===== config.mk =====
export PLATFORM = sky130hd
export DESIGN_NAME = multicycle_ctrl
export DESIGN_NICKNAME = d
export VERILOG_FILES = /design/src/rtl/multicycle_ctrl.sv
export SDC_FILE = /design/constraint.sdc
export NUM_CORES = 1
export LEC_CHECK = 0
export BUFFER_PORTS_ARGS = -buffer_cell sky130_fd_sc_hd__buf_4
export CORE_MARGIN = 2
export CORE_UTILIZATION = 43
export CTS_CLUSTER_SIZE = 28
export DETAILED_ROUTE_END_ITERATION = 10
export PLACE_DENSITY = 0.78
export SETUP_SLACK_MARGIN = 0.05
export SKIP_LAST_GASP = 1
export SYNTH_ARGS = -nofsm -noshare
export SYNTH_HDL_FRONTEND = slang
export SYNTH_SLANG_ARGS = --single-unit
export TNS_END_PERCENT = 1

===== constraint.sdc =====
create_clock -name clk -period 1.5 [get_ports clk]
set_input_delay 0.3 -clock clk [delete_from_list [all_inputs] [get_ports clk]]
set_output_delay 0.3 -clock clk [all_outputs]
set_load 0.01 [all_outputs]

===== src/rtl/multicycle_ctrl.sv =====
// Main control FSM for the multicycle MIPS datapath: sequences fetch/decode/execute/memory/writeback.
// Optional memory handshake wait states are enabled with `define MULTICYCLE_CTRL_MEM_WAIT_EN.
module multicycle_ctrl #(
  parameter int STATE_W = 4
) (
  input  logic               clk,
  input  logic               rst,
  input  logic [5:0]         opcode,
  input  logic               zero,
  input  logic               mem_ready,
  output logic               pc_write,
  output logic               pc_write_cond,
  output logic               iord,
  output logic               mem_read,
  output logic               mem_write,
  output logic               ir_write,
  output logic               mem_to_reg,
  output logic               reg_dst,
  output logic               reg_write,
  output logic               alu_src_a,
  output logic [1:0]         alu_src_b,
  output logic [1:0]         pc_source,
  output logic [1:0]         aluop,
  output logic               instr_done,
  output logic               illegal_op,
  output logic [STATE_W-1:0] state
);

  typedef enum logic [STATE_W-1:0] {
    FETCH, DECODE, MEM_ADDR, MEM_RD, MEM_WB, MEM_WR,
    R_EXEC, R_WB, BRANCH, JUMP, I_EXEC, I_WB
  } state_t;

  localparam logic [5:0] OP_RTYPE = 6'b000000;
  localparam logic [5:0] OP_LW    = 6'b100011;
  localparam logic [5:0] OP_SW    = 6'b101011;
  localparam logic [5:0] OP_BEQ   = 6'b000100;
  localparam logic [5:0] OP_J     = 6'b000010;
  localparam logic [5:0] OP_ADDI  = 6'b001000;

  localparam logic [1:0] ALU_ADD   = 2'b00;
  localparam logic [1:0] ALU_RTYPE = 2'b10;
  localparam logic [1:0] ALU_SUB   = 2'b11;

  localparam logic [1:0] SRCB_B      = 2'b00;
  localparam logic [1:0] SRCB_FOUR   = 2'b01;
  localparam logic [1:0] SRCB_IMM    = 2'b10;
  localparam logic [1:0] SRCB_IMM_SH = 2'b11;

  localparam logic [1:0] PCSRC_ALU    = 2'b00;
  localparam logic [1:0] PCSRC_ALUOUT = 2'b01;
  localparam logic [1:0] PCSRC_JUMP   = 2'b10;

  state_t state_q;
  state_t state_d;
  state_t dec_state;
  logic   mem_ok;

`ifdef MULTICYCLE_CTRL_MEM_WAIT_EN
  assign mem_ok = mem_ready;
`else
  logic unused_mem_ready;
  assign unused_mem_ready = mem_ready;
  assign mem_ok           = 1'b1;
`endif

  // The branch decision is made in the datapath (pc_write_cond & zero).
  logic unused_zero;
  assign unused_zero = zero;

  // Under reset the muxes show FETCH values regardless of where the state register is.
  assign dec_state = rst ? FETCH : state_q;
  assign state     = state_q;

  // NOTE: every signal written here gets a default first, so no path leaves one unassigned
  // and no latch is inferred; blocking assignments are correct in combinational logic.
  always_comb begin
    state_d       = state_q;
    pc_write      = 1'b0;
    pc_write_cond = 1'b0;
    iord          = 1'b0;
    mem_read      = 1'b0;
    mem_write     = 1'b0;
    ir_write      = 1'b0;
    mem_to_reg    = 1'b0;
    reg_dst       = 1'b0;
    reg_write     = 1'b0;
    alu_src_a     = 1'b0;
    alu_src_b     = SRCB_B;
    pc_source     = PCSRC_ALU;
    aluop         = ALU_ADD;
    instr_done    = 1'b0;
    illegal_op    = 1'b0;

    case (dec_state)
      FETCH: begin
        mem_read  = 1'b1;
        alu_src_b = SRCB_FOUR;
        aluop     = ALU_ADD;
        if (mem_ok) begin
          pc_write = 1'b1;
          ir_write = 1'b1;
          state_d  = DECODE;
        end
      end
      DECODE: begin
        alu_src_b = SRCB_IMM_SH;
        aluop     = ALU_ADD;
        case (opcode)
          OP_RTYPE:     state_d = R_EXEC;
          OP_LW, OP_SW: state_d = MEM_ADDR;
          OP_BEQ:       state_d = BRANCH;
          OP_J:         state_d = JUMP;
          OP_ADDI:      state_d = I_EXEC;
          default: begin
            illegal_op = 1'b1;
            instr_done = 1'b1;
            state_d    = FETCH;
          end
        endcase
      end
      MEM_ADDR: begin
        alu_src_a = 1'b1;
        alu_src_b = SRCB_IMM;
        aluop     = ALU_ADD;
        state_d   = (opcode == OP_SW) ? MEM_WR : MEM_RD;
      end
      MEM_RD: begin
        mem_read = 1'b1;
        iord     = 1'b1;
        if (mem_ok) state_d = MEM_WB;
      end
      MEM_WB: begin
        reg_write  = 1'b1;
        mem_to_reg = 1'b1;
        reg_dst    = 1'b0;
        instr_done = 1'b1;
        state_d    = FETCH;
      end
      MEM_WR: begin
        mem_write = 1'b1;
        iord      = 1'b1;
        if (mem_ok) begin
          instr_done = 1'b1;
          state_d    = FETCH;
        end
      end
      R_EXEC: begin
        alu_src_a = 1'b1;
        alu_src_b = SRCB_B;
        aluop     = ALU_RTYPE;
        state_d   = R_WB;
      end
      R_WB: begin
        reg_write  = 1'b1;
        reg_dst    = 1'b1;
        instr_done = 1'b1;
        state_d    = FETCH;
      end
      BRANCH: begin
        alu_src_a     = 1'b1;
        alu_src_b     = SRCB_B;
        aluop         = ALU_SUB;
        pc_write_cond = 1'b1;
        pc_source     = PCSRC_ALUOUT;
        instr_done    = 1'b1;
        state_d       = FETCH;
      end
      JUMP: begin
        pc_write   = 1'b1;
        pc_source  = PCSRC_JUMP;
        instr_done = 1'b1;
        state_d    = FETCH;
      end
      I_EXEC: begin
        alu_src_a = 1'b1;
        alu_src_b = SRCB_IMM;
        aluop     = ALU_ADD;
        state_d   = I_WB;
      end
      I_WB: begin
        reg_write  = 1'b1;
        reg_dst    = 1'b0;
        instr_done = 1'b1;
        state_d    = FETCH;
      end
      default: state_d = FETCH;
    endcase

    // Abort without side effects: no strobe may fire while reset is held.
    if (rst) begin
      pc_write      = 1'b0;
      pc_write_cond = 1'b0;
      ir_write      = 1'b0;
      mem_read      = 1'b0;
      mem_write     = 1'b0;
      reg_write     = 1'b0;
      instr_done    = 1'b0;
      illegal_op    = 1'b0;
    end
  end

  // NOTE: sequential state uses non-blocking assignments so every register samples
  // pre-edge values, independent of block evaluation order.
  always_ff @(posedge clk) begin
    if (rst) state_q <= FETCH;
    else     state_q <= state_d;
  end

endmodule


After elaboration in Yosys (flattened, before gate mapping)
Index checks and enable logic that the tools add are counted.

Register bits: 4. Bits of input ports: 10. Output and inout port bits: 22. Word-level logic and storage cells: 56.

Equal/unequal tests: 16. Multiplexer cells: 28. Reductions and logical operators: 11.

Operators with widths (count): $pmux 4 s6 (1); $mux 1 (20); $pmux 4 s5 (1); $eq 4x3->1 const B (4); $eq 4x4->1 const B (4); $eq 6x6->1 const B (2); $reduce_or 6->1 (2); $reduce_or 2->1 (5); $eq 4x2->1 const B (2); $pmux 2 s2 (2); $eq 6x2->1 const B (1); $eq 6x3->1 const B (1); $eq 6x4->1 const B (1); $logic_not 6->1 (1); $pmux 2 s3 (1); $eq 4x1->1 const B (1); $logic_not 4->1 (1); $mux 4 (1); $reduce_or 4->1 (1); $mux 3 (1); $reduce_or 3->1 (1); $pmux 1 s2 (1).

Longest topological paths before layout
Depth in word-level cells: 5. Mapped depth: 5. Depth with buffers taken out: 4.

Worst setup path after synthesis
OpenSTA, ideal clock, no wires.

Kind: register to output. From: register state_q[2], in the netlist state[2]. To: output port aluop[1]. Arrival time: 1296 ps. Required time: 1200 ps. Path slack: -96 ps. Stages on the path, launching flop included: 5. Path buffers: 1. Cells stage by stage: dfxtp_1 -> buf_2 -> nand2_1 -> mux2_2 -> nor3_1.

Longest elaborated chain between the ends: 3. Elaborated cells between the ends (all ways): 4. Those cells by class: 2 x eq/ne; 2 x mux.

RTL lines: start: declaration (line 54) `state_t state_q;`; start signal: assignment (line 207) `else state_q <= state_d;`; $mux 4 (*) (line 72) `assign dec_state = rst ? FETCH : state_q;`; $eq 4x4->1 / $eq 4x3->1 (equally long branches) (line 95) `case (dec_state)`; $pmux 2 s2 (*) (line 95); end: declaration (line 23) `output logic [1:0] aluop,`.

Mark *: on every way between the ends. The rest lies on a longest branch, timed or not.

Final worst setup path
From: register state_q[1], in the netlist state[1]. To: output port alu_src_b[1].

Longest elaborated chain between the ends: 4. Elaborated cells between the ends (all ways): 7. Those cells by class: 3 x eq/ne; 2 x mux; 2 x reduce/logical.

RTL lines: $mux 4 (*) (line 72); $eq 4x4->1 / $eq 4x2->1 (equally long branches) (line 95); $reduce_or 2->1 (no line); $pmux 2 s3 (*) (line 95); end: declaration (line 21) `output logic [1:0] alu_src_b,`.

Marks and branches as above.

==> results.md <==
Pwr:
- The maximum vdd drop is 272 uV.
- Dividing total power by cell area gives a power density of 390 nW/um2.
- The static leakage is roughly 0.52 nW.

Detailed routing:
- The post-detailed-routing wire length is ~2200 um.
- The routed layout has around 860 vias.
- The wire length per cell is between 10 and 15 um.
- The pre-antenna-repair detailed-routing pass consisted of 5 iterations.
- Dividing the detail-routed via count by the number of cells gives ~5.7.
- The number of routed nets with antenna violations is 0.
- After detailed routing, the number of remaining DRC violations is 0.
- The number of DRC markers in iteration 0 is 16.

GRT:
- The number of global-route vias before repair was roughly 740.
- In the global route stage, overall resource usage came out at between 20% and 30%.
- The first global-routing pass estimated between 3000 and 4000 um of wire.
- The pin count of the biggest net entering global routing is 16.
- The number of antenna violations at the first check in global routing came to 0.
- For this run the aggregate overflow at the end of global routing stands at 0.

Min path:
- The count of cells along the worst hold path is 4.
- The type of the most critical hold path is in2reg.

Floorplanning:
- The die outline area is between 1500 and 2000 um2.
- 32 I/O pins were placed.
- Measured along the x axis, the die boundary spans 40.7 um.
- In this run the standard cell core region covers about 1300 um2.
- From bottom edge to top edge, the die measures approximately 41 um.
- The number of placement rows is 13.
- The initial utilization of the core area, before any placement, comes to 45.0%.

Synthesis:
- The post-synthesis share of cell area spent on xor and xnor gates is approximately 6.1%.
- After synthesis, the cell types taking the most area are dfxtp_1 14%, nor2_1 7.1%, nor3_1 6.9%.
- The number of nets produced by synthesis is between 90 and 100.
- In this run, synthesis inferred 0 flip-flops with an integrated enable.
- The average instance in the mapped netlist occupies about 7 um2.
- The fraction of synthesis flops using an asynchronous set or reset pin is 0%.
- Among all cell types in the netlist, the one instantiated most often is nor2_1.
- In this run the biggest area consumer among cell types represents 13.9% of the synthesized area.
- The mux cell area share after synthesis is under 10%.
- For this run, the number of Yosys warnings is 0.
- The number of distinct library cell variants in the gate-level netlist after synthesis is roughly 40.
- Of all cell types, the one taking the most synthesized area is dfxtp_1.
- The dominant register cell in the synthesized netlist is dfxtp_1.
- The compound-cell area share of the yosys netlist is roughly 19%.
- The share of synthesized area occupied by flip-flops and latches is ~14%.
- The number of synthesized register bits is 4.
- By count the netlist is led by 11 x nor2_1, 8 x nor3_1, 7 x nand2_1.
- The share of synthesized cell area in full adder, half adder and majority cells is 1.73%.
- The post-synthesis simple-gate area fraction is roughly 47%.
- Summing every instance area after synthesis gives 578 um2.
- After synthesis, the largest family of logic cells by area is simple AND/OR/NAND/NOR gates.
- The synthesized instance count is 82.

Placement:
- The routability congestion estimate from global placement is between 0.8 and 0.9.
- Detailed placement ended at an HPWL of roughly 1500 um.
- Port buffering added 29 buffers.
- The total placed cells including tap cells is around 140.

Layout:
- The flip-flop and latch area is 87.6 um2.
- For this run, the number of standard cells in the final layout without fillers is 150.
- The multi-input logic area is ~480 um2.
- The share of layout cells above drive strength 1 is ~56%.
- The fill cell total of the finished layout is 86.
- The net total in the final layout is roughly 150.
- From synthesis to final layout, the design area changed by 88.3%.
- The number of flip-flops in the largest register is 4.
- The repair_antennas step left the layout with diodes totalling 0.

Clock tree:
- The maximum buffer depth of the clock tree is 2.
- The number of buffers inserted by hold repair at cts is 0.
- The total clock sinks is 4.
- The tree is rooted in a clkbuf_4.
- Clock-pin slew was measured on the worst setup and hold paths at 30 ps.
- The clock tree from TritonCTS is built.
- The number of CTS-inserted buffers is 3.
- CTS built an H-tree with a depth of 1.
- The worst-skew pair later-pin latency is about 230 ps.

STA:
- Clock skew on the completed layout was measured at 3.64 ps.
- The worst setup slack after layout is -252 ps.
- The worst hold slack after final layout is approximately 410 ps.
- The smallest clock period supported by the final layout is computed as between 1500 and 2000 ps.
- The worst path uses 117% of the clock period.
- The actual slew at the worst max-slew pin is approximately 300 ps.
- The number of setup violations in the final report is 18.
- Headroom to the max-slew limit came out at 80.0%.
- Setup repair after global routing could not meet its margin everywhere.
- Based on the critical path, the design can be clocked at up to 0.571 GHz.
- The number of failing hold endpoints at the final stage is 0.
- The final-report max-slew violation count is 0.

Critical path:
- The category of the critical setup timing path is reg2out.
- The worst setup path is captured at a primary output.
- The launching element type of the critical path is a flop.
- For the worst setup path, the data required time is between 1000 and 1500 ps.
- The number of cells on the worst reg-to-reg path is 6.
- The endpoint arrival time on the critical path is ~1500 ps.
- In this run the worst path has a maximum fanout of 6.

Status:
- The flow ran to the end, but the final reports show violations.
- The final reports fail on negative setup slack.

Job:
- The total of max-cap violations is 0.
==> cell type report <==
class                           instances  share of cell area [%]
Sequential cell                         4                    8.05
Inverter                                2                   0.690
Multi-Input combinational cell         68                    44.5
Tap cell                               15                    1.72
Clock buffer                            3                    2.07
Timing Repair Buffer                   58                    43.0
==> cells in the final DEF (no fill, tap or decap), types with 2 or more instances in the layout <==
master,instances
buf_4,54
nor2_1,11
nand2_1,7
nor3_1,6
nor4b_1,3
or3_1,3
xor2_1,3
clkbuf_4,3
dfxtp_2,3
nor3_2,2
o21ai_0,2
o211ai_1,2
and3_1,2
a211oi_1,2
a21oi_1,2
buf_6,2
buf_12,2
==> stage by stage <==
step | setup TNS [ps] | setup slack [ps] | total power, mW | instance area (um2) | util (%)
6_report | -2350 | -252 | 0.425 | 1090 | 84.7
3_3_place_gp | -287 | -162 | 0.267 | 981 | 76.3
4_1_cts | -2110 | -183 | 0.426 | 1080 | 84.0
2_1_floorplan | -7.38 | -7.38 | 0.185 | 594 | -
5_1_grt | -3510 | -295 | 0.454 | 1090 | 84.7
3_5_place_dp | -398 | -188 | 0.272 | 981 | 76.3
==> power breakdown <==
part	switching (mW)	internal [mW]	leakage, nW	total (mW)
logic	0.0858	0.0981	0.476	0.184
clock network	0.0368	0.0889	0.0138	0.126
registers	0.00492	0.110	0.0346	0.115
==> metal layers <==
layer | GRT usage [%] | wire, um | up-vias
met5 | 0 | 0 | -
met4 | 8.33 | 21 | 0
met3 | 4.89 | 83 | 2
met2 | 54.8 | 1210 | 35
met1 | 33.2 | 874 | 414
li1 | - | - | 410
==> worst paths after layout <==
kind | start | endpoint | slack (ps)
worst max-delay path | state[1] | alu_src_b[1] | -250
worst min-delay path | rst | state[1] | 410
worst max register to register | state[0] | state[1] | 120
worst min register to register | state[2] | state[3] | 620
==> worst max-delay path, cell delays in order (launching register included) <==
cell and delay (ps):
dfxtp_2 350, nand2b_1 210, buf_4 160, nor2_1 130, nor2_1 80, nor3_2 140, buf_4 150
==> repair_timing <==
action,4_1_cts,5_1_grt
cloned,0,0
pin swaps,4,0
endpoints found under the hold margin,0,0
resized for setup,10,2
setup endpoints to repair,19,18
setup buffers,3,0
==> logic make-up (layout without fill, tap and decap cells) <==
group,count (synthesis),count (layout)
AND/OR/NAND/NOR,47,47
AO/OA/AOI/OAI,15,15
buffers and inverters,10,63
XOR/XNOR,4,4
flip-flops,4,4
adder cells (fa/ha/maj),1,1
multiplexers,1,1
No activity file was read; power rests on OpenSTA's default activity.
